[config.mk]
export PLATFORM = sky130hd
export DESIGN_NAME = pipe_ctrl
export DESIGN_NICKNAME = d
export VERILOG_FILES = /design/src/rtl/pipe_pkg.sv /design/src/rtl/mul_sequencer.sv /design/src/rtl/pipe_ctrl.sv
export SDC_FILE = /design/constraint.sdc
export NUM_CORES = 1
export LEC_CHECK = 0
export ABC_CLOCK_PERIOD_IN_PS = 3250
export BUFFER_PORTS_ARGS = -buffer_cell sky130_fd_sc_hd__buf_2
export CAP_MARGIN = 20
export CORE_MARGIN = 4
export CORE_UTILIZATION = 45
export DETAILED_ROUTE_END_ITERATION = 6
export GPL_TIMING_DRIVEN = 0
export PLACE_DENSITY_LB_ADDON = 0.15
export SYNTH_ARGS = -nofsm -noshare
export SYNTH_HDL_FRONTEND = slang
export SYNTH_SLANG_ARGS = --single-unit
[constraint.sdc]
create_clock -name clock -period 3.25 [get_ports clock]
set_input_delay 0.1625 -clock clock [delete_from_list [all_inputs] [get_ports clock]]
set_output_delay 0.1625 -clock clock [all_outputs]
set_load 0.03 [all_outputs]
[src/rtl/pipe_pkg.sv]
// Shared types and widths for the pipeline stall/flush controller.
package pipe_pkg;

    localparam int MCNT_W = 4;
    localparam int SCNT_W = 2;

    typedef enum logic [1:0] {
        IDLE,
        RUN,
        DONE
    } mul_state_t;

    typedef struct packed {
        logic pc_stall;
        logic if_id_stall;
        logic id_ex_stall;
        logic ex_mem_stall;
        logic mem_wb_stall;
        logic if_id_flush;
        logic id_ex_flush;
        logic ex_mem_flush;
    } pipe_ctrl_t;

endpackage

[src/rtl/mul_sequencer.sv]
// Multi-cycle multiply sequencer: keeps EX occupied until the product is ready.
module mul_sequencer
    import pipe_pkg::*;
#(
    parameter int MUL_CYCLES = 4
) (
    input  logic clock,
    input  logic reset,
    input  logic ex_mul,
    input  logic freeze,
    output logic mul_busy,
    output logic mul_done,
    output logic mul_hold
);

    localparam logic [MCNT_W-1:0] MCNT_LOAD = MCNT_W'(MUL_CYCLES - 3);

    mul_state_t        state;
    logic [MCNT_W-1:0] mcnt;

    // NOTE: sequential state uses non-blocking assignments so every register samples pre-edge values.
    always_ff @(posedge clock or negedge reset) begin
        if (!reset) begin
            state <= IDLE;
            mcnt  <= '0;
        end else if (!freeze) begin
            case (state)
                IDLE: if (ex_mul) begin
                    state <= RUN;
                    mcnt  <= MCNT_LOAD;
                end
                RUN: begin
                    if (mcnt == '0) state <= DONE;
                    else            mcnt  <= mcnt - 1'b1;
                end
                DONE:    state <= IDLE;
                default: state <= IDLE;
            endcase
        end
    end

    // ex_mul is only a start request in IDLE; in DONE it is still the finishing instruction.
    assign mul_hold = (state == RUN) || ((state == IDLE) && ex_mul);
    assign mul_done = (state == DONE);
    assign mul_busy = mul_hold || mul_done;

endmodule

[src/rtl/pipe_ctrl.sv]
// Central stall/flush controller: dmem back-pressure > multiply > redirect > load-use.
module pipe_ctrl
    import pipe_pkg::*;
#(
    parameter int MUL_CYCLES = 4,
    parameter int SHADOW     = 1
) (
    input  logic clock,
    input  logic reset,
    input  logic ld_hazard,
    input  logic ex_mul,
    input  logic ex_redirect,
    input  logic dmem_busy,
    output logic pc_stall,
    output logic if_id_stall,
    output logic id_ex_stall,
    output logic ex_mem_stall,
    output logic mem_wb_stall,
    output logic if_id_flush,
    output logic id_ex_flush,
    output logic ex_mem_flush,
    output logic mul_busy,
    output logic mul_done
);

    logic              seq_busy;
    logic              seq_done;
    logic              mul_hold;
    logic [SCNT_W-1:0] scnt;
    pipe_ctrl_t        ctrl;

    mul_sequencer #(.MUL_CYCLES(MUL_CYCLES)) u_mul (
        .clock    (clock),
        .reset    (reset),
        .ex_mul   (ex_mul),
        .freeze   (dmem_busy),
        .mul_busy (seq_busy),
        .mul_done (seq_done),
        .mul_hold (mul_hold)
    );

    logic redirect_take;
    logic ld_take;
    logic shadow_on;

    assign redirect_take = ex_redirect && !seq_busy;
    assign ld_take       = ld_hazard && !seq_busy && !ex_redirect;
    assign shadow_on     = (scnt != '0);

    // The shadow keeps counting under a multiply: IF/ID is held, so the flush still lands.
    always_ff @(posedge clock or negedge reset) begin
        if (!reset) begin
            scnt <= '0;
        end else if (!dmem_busy) begin
            if (redirect_take)  scnt <= SCNT_W'(SHADOW);
            else if (shadow_on) scnt <= scnt - 1'b1;
        end
    end

    // NOTE: defaulting ctrl first keeps this block free of inferred latches.
    always_comb begin
        ctrl = '0;
        if (!reset) begin
            ctrl = '0;
        end else if (dmem_busy) begin
            ctrl.pc_stall     = 1'b1;
            ctrl.if_id_stall  = 1'b1;
            ctrl.id_ex_stall  = 1'b1;
            ctrl.ex_mem_stall = 1'b1;
            ctrl.mem_wb_stall = 1'b1;
        end else begin
            ctrl.if_id_flush = shadow_on || redirect_take;
            if (mul_hold) begin
                ctrl.pc_stall     = 1'b1;
                ctrl.if_id_stall  = 1'b1;
                ctrl.id_ex_stall  = 1'b1;
                ctrl.ex_mem_flush = 1'b1;
            end else if (redirect_take) begin
                ctrl.id_ex_flush = 1'b1;
            end else if (ld_take) begin
                ctrl.pc_stall    = 1'b1;
                ctrl.if_id_stall = 1'b1;
                ctrl.id_ex_flush = 1'b1;
            end
        end
    end

    assign pc_stall     = ctrl.pc_stall;
    assign if_id_stall  = ctrl.if_id_stall;
    assign id_ex_stall  = ctrl.id_ex_stall;
    assign ex_mem_stall = ctrl.ex_mem_stall;
    assign mem_wb_stall = ctrl.mem_wb_stall;
    assign if_id_flush  = ctrl.if_id_flush;
    assign id_ex_flush  = ctrl.id_ex_flush;
    assign ex_mem_flush = ctrl.ex_mem_flush;
    assign mul_busy     = reset && seq_busy;
    assign mul_done     = reset && seq_done;

endmodule

* Word level (Yosys, flattened, before mapping)
Index checks and enable logic that the tools add are counted.
** Word-level totals
- Output and inout bits :: 10
- Memories kept :: 0
- Register bits :: 8
- Bits in latches :: 0
- ROM bits :: 0
- Bits in writable memories :: 0
- Bits of input ports :: 6
- Word-level logic and storage cells :: 49
** Operators by class
- Multipliers :: 0
- Shifts and indexed selects :: 0
- Bitwise logic cells :: 1
- Reductions and logical operators :: 19
- Order comparisons :: 0
- Equality and inequality tests :: 5
- Div/mod/pow operators :: 0
- $add $sub $neg :: 2
- Multiplexer cells :: 19
** Operators by type and width (count)
- $mux 2 :: 8
- $mux 4 :: 2
- $mux 8 :: 1
- $pmux 4 s2 :: 1
- $logic_and 1x1->1 :: 6
- $mux 3 :: 2
- $reduce_bool 2->1 :: 3
- $logic_not 4->1 :: 1
- $mux 1 :: 4
- $ne 2x2->1 const B :: 2
- $pmux 2 s2 :: 1
- $reduce_and 4->1 :: 1
- $sub 4x1->4 const B :: 1
- $logic_or 1x1->1 :: 3
- $reduce_and 3->1 :: 1
- $eq 2x1->1 const B :: 1
- $eq 2x2->1 const B :: 1
- $logic_not 1->1 :: 2
- $logic_not 2->1 :: 1
- $ne 2x1->1 const B :: 1
- $reduce_and 2->1 :: 1
- $sub 2x1->2 const B :: 1
- $not 1->1 :: 1

* Logic depth before layout (Yosys ltp)
- Depth after elaboration :: 12
- Gate-level depth with buffers :: 5
- Mapped depth without buffers :: 5

* Hierarchy
Synthesis repeated with hierarchy kept, for this count alone.
** Second synthesis, totals
- Cells, all modules :: 68
- Area total of the unflattened synthesis :: 589.3 µm²
** Modules (own cells, without submodules)
- mul_sequencer :: seq. area each 150.1 µm², area an instance 366.6 µm², cells an instance 41, times used 1
- pipe_ctrl :: seq. area each 50.0 µm², area an instance 222.7 µm², cells an instance 27, times used 1

* Worst setup path after synthesis
OpenSTA, ideal clock, no wires.
- Path type :: register to output
- Start :: reg u_mul.state[1]
- End :: out pc_stall
- Required time :: 3087 ps
- Setup slack :: 982 ps
- Cell stages (with the launch flop) :: 6
- Buffers on the path :: 2
- Data arrival time :: 2106 ps
- Path through :: dfrtp_1 -> buf_4 -> o21bai_1 -> a21boi_0 -> o21bai_1 -> buf_4
** On the way
- Cells in the longest elaborated chain, start to end :: 12
- Elaborated cells between the ends (all ways) :: 15
- Those cells by class :: eq/ne (2); mux (5); reduce/logical (8)
** Ends and longest elaborated chain
- start, declared :: line mul_sequencer.sv:18 : mul_state_t state;
- start signal, assigned :: line mul_sequencer.sv:24 : state <= IDLE;
- start signal, assigned :: line mul_sequencer.sv:29 : state <= RUN;
- start signal, assigned :: line mul_sequencer.sv:33 : if (mcnt == '0) state <= DONE;
- $logic_not 2->1 :: line mul_sequencer.sv:43 : assign mul_hold = (state == RUN) || ((state == IDLE) && ex_mul);
- $logic_and 1x1->1 :: line mul_sequencer.sv:43
- $logic_or 1x1->1 :: line mul_sequencer.sv:43
- $logic_or 1x1->1 :: line mul_sequencer.sv:45 : assign mul_busy = mul_hold || mul_done;
- $logic_not 1->1 :: line pipe_ctrl.sv:46, pipe_ctrl.sv:47
- $logic_and 1x1->1 (2 in series) :: line pipe_ctrl.sv:47 : assign ld_take = ld_hazard && !seq_busy && !ex_redirect;
- $mux 2 :: line pipe_ctrl.sv:80 : end else if (ld_take) begin
- $mux 2 :: line pipe_ctrl.sv:78 : end else if (redirect_take) begin
- $mux 2 * :: line pipe_ctrl.sv:73 : if (mul_hold) begin
- $mux 3 * :: line pipe_ctrl.sv:65 : end else if (dmem_busy) begin
- $mux 8 * :: line pipe_ctrl.sv:63 : if (!reset) begin
- end, declared :: line pipe_ctrl.sv:14 : output logic pc_stall,
Mark *: on every way between the ends. The rest lies on a longest branch, timed or not.

* Worst setup path after layout
- Start :: in reset
- End :: out pc_stall
** On the way
- Cells in the longest elaborated chain, start to end :: 1
** Ends and longest elaborated chain
- start, declared :: line pipe_ctrl.sv:9 : input logic reset,
- $mux 8 :: line pipe_ctrl.sv:63
Every way passes these cells.

==> key figures <==
Outcome
  – Outcome: finished, final reports clean

Placed design
  – PortBufs: 14
  – Final Wtd Congestion: 0.7386
  – Hpwl dp: 1.023 mm

Clocking
  – H-tree depth: 1
  – Clk root buf: clkbuf_4
  – CTS tree: done
  – Clock transition at path regs: 0.07 ns
  – Max Root-Sink Buffers: 2
  – Num CTS Buffers: 3
  – Clk_lat worst skew: 0.26 ns
  – # Post-CTS Setup Buffers: 0
  – Clk sinks: 8

Route
  – Routed wire per std cell: 13.60 um
  – Drt pass-1 iters: 2
  – Antenna viol nets, final: 0
  – Initial DRC Count: 3
  – Routed wire length: 1.387 mm
  – Vias per cell: 5.529
  – DRC viols: 0
  – Vias: 564

Logic synthesis
  – Flops & latches, synth: 8
  – Synth Net Count: 78
  – Dominant synthesized flop cell: dfrtp_1
  – Synthesized cell area: 649.4 um^2
  – Synth Area per Inst: 9.411 um^2
  – Sequential share of the synthesized area: 0.3083
  – EDFF count, synth: 0
  – Mapped Cells: 69
  – Yosys warns: 0
  – Count of cell types in the netlist: 34
  – Ys async rst share: 1.000

Setup path
  – Type of origin of the critical path: input port
  – Critical path class: input port to primary output
  – R2r worst-path depth: 5
  – Most used cell along the critical path: buf_2
  – CP endpoint kind: primary output
  – CP Cell Sequence: dlygate4sd3_1 -> buf_2 -> a21boi_0 -> o21bai_1 -> buf_4 -> buf_2
  – Reg-to-reg endpoint: u_mul.mcnt[1]
  – Reg-to-reg slack, setup: 1.71 ns
  – Largest stage delay on the critical path: 0.53 ns
  – CP Data Arrival Time: 1.73 ns
  – CP required: 3.09 ns
  – Slowest-stage cell, CP: dlygate4sd3_1
  – Critical R2R Launch: u_mul.mcnt[0]
  – Crit Path Max Fanout: 15

Die
  – Row count: 13
  – I/O pins: 16
  – Die W: 45.99 um
  – Starting Density: 0.4869
  – Die Ht: 45.99 um
  – Die area: 2115 um^2
  – Core area: 1334 um^2

Timing
  – Final hold slack: 0.2080 ns
  – Fmax: 0.5279 GHz
  – Unrepaired setup endpoints after global routing: false
  – Max_slew headroom: 0.7517
  – Final setup fails: 0
  – Fin crit period: 1.894 ns
  – Clock Skew: 0.008291 ns
  – Worst Tran Pin Value: 0.3685 ns
  – Fin. max-slew vios: 0
  – Setup TNS: 0 ns
  – Final hold vios: 0
  – Final Cycle Share: 0.5828

Finish
  – ANT cells: 0
  – Commonest non-fill, non-tap cell in the layout: buf_2
  – Area delta synth->final: 18.69%
  – Most frequent cells in the layout: buf_2, dfrtp_1, inv_1
  – Total Nets Final: 98
  – Share of layout cells above drive strength 1: 0.3333

Pwr
  – Leakage power: 0.3765 nW
  – Peak supply drop: 0.0003484 V
  – Pwr Density: 794.2 nW/um^2
  – Power Total: 0.6121 mW

GRT
  – Pin count of the biggest net entering global routing: 16
  – Initial antenna violation count: 0
  – GRT overflow: 0
  – Number of global-route vias before repair: 553
  – First-pass GRT wire length: 2.421 mm
  – GRT Total Usage: 0.1627

Run
  – Max cap viols: 0

Worst hold path
  – Hold endpoint: u_mul.state[1]
  – Worst Hold Class: input port to flip-flop
  – Hold-critical path depth: 3
  – Min-Delay Startpoint: dmem_busy
==> cell usage after synthesis, drive strengths merged (2+ instances only) <==
master	count	area, um^2
nor3	5	30.03
a21oi	3	15.01
ha	3	37.54
and3b	2	17.52
nor2	6	30.03
inv	6	22.52
buf	5	38.78
dfrtp	8	200.2
o21bai	2	15.01
and2	3	21.27
nand2b	3	18.77
a22o	2	17.52
nand2	5	18.77
==> worst max-delay path: cells and delay by family <==
kind | cells | cell delay (ns)
AOI/OAI and AO/OA | 2 | 0.45
buffers and inverters | 4 | 1.12
==> state kept, by name, summed over array words and instances, names as in the netlist <==
register / cells
u_mul.mcnt: 4
scnt: 2
u_mul.state: 2
==> area by class of cell <==
class	instances	area [um^2]
fillers	127	563.0
multi-input cells	50	387.9
flip-flops and latches	8	200.2
repair buffers	15	80.08
plain buffers	5	38.79
clock buffers	3	22.52
inverters	6	22.52
well taps	15	18.77
==> layer usage <==
| metal | share of wire | wire length [um] | track usage |
|---|---|---|---|
| met1 | 0.48 | 666 | 0.2048 |
| met2 | 0.44 | 605 | 0.2555 |
| met3 | 0.068 | 94 | 0.05929 |
| met4 | 0.015 | 21 | 0.05114 |
| met5 | 0 | 0 | 0 |
==> where the power goes <==
group	switching, mW	internal, mW	total, mW
clock network	0.0396	0.0426	0.0822
logic	0.194	0.160	0.353
registers	0.0322	0.145	0.177
total	0.265	0.347	0.612
==> logic make-up (layout without fill, tap and decap cells) <==
| logic type | Yosys count | after routing | share of synthesized area |
|---|---|---|---|
| simple gates | 31 | 31 | 0.3411 |
| compound gates | 14 | 14 | 0.1657 |
| buf+inv | 11 | 29 | 0.09440 |
| flops | 8 | 8 | 0.3083 |
| fa+ha+maj | 3 | 3 | 0.05781 |
| mux | 2 | 2 | 0.03275 |
==> metrics by stage <==
stage                     cells    util  cell area, um^2  setup WS, ns
after floorplan              69       -            649.4        0.9818
after global placement       98  0.5535            738.2         1.726
after detailed placement     98  0.5535            738.2         1.713
after CTS                   102  0.5779            770.7         1.346
after global routing        102  0.5779            770.7         1.223
final                       102  0.5779            770.7         1.356
==> what timing repair did <==
| item | in CTS | in global routing |
|---|---|---|
| hold endpoints to repair | 8 | 0 |
| hold buffers | 1 | 0 |
| gates resized for setup | 0 | 0 |
==> worst max-delay path by stage <==
stage	startpoint	endpoint	depth (start not counted)
6_report	reset	pc_stall	6
3_3_place_gp	u_mul.state[0]	if_id_flush	5
3_5_place_dp	u_mul.mcnt[0]	u_mul.mcnt[1]	5
2_1_floorplan	u_mul.state[1]	pc_stall	5
5_1_grt	reset	pc_stall	6
4_1_cts	reset	pc_stall	6
Note: power is estimated with default switching activity, not from simulation.
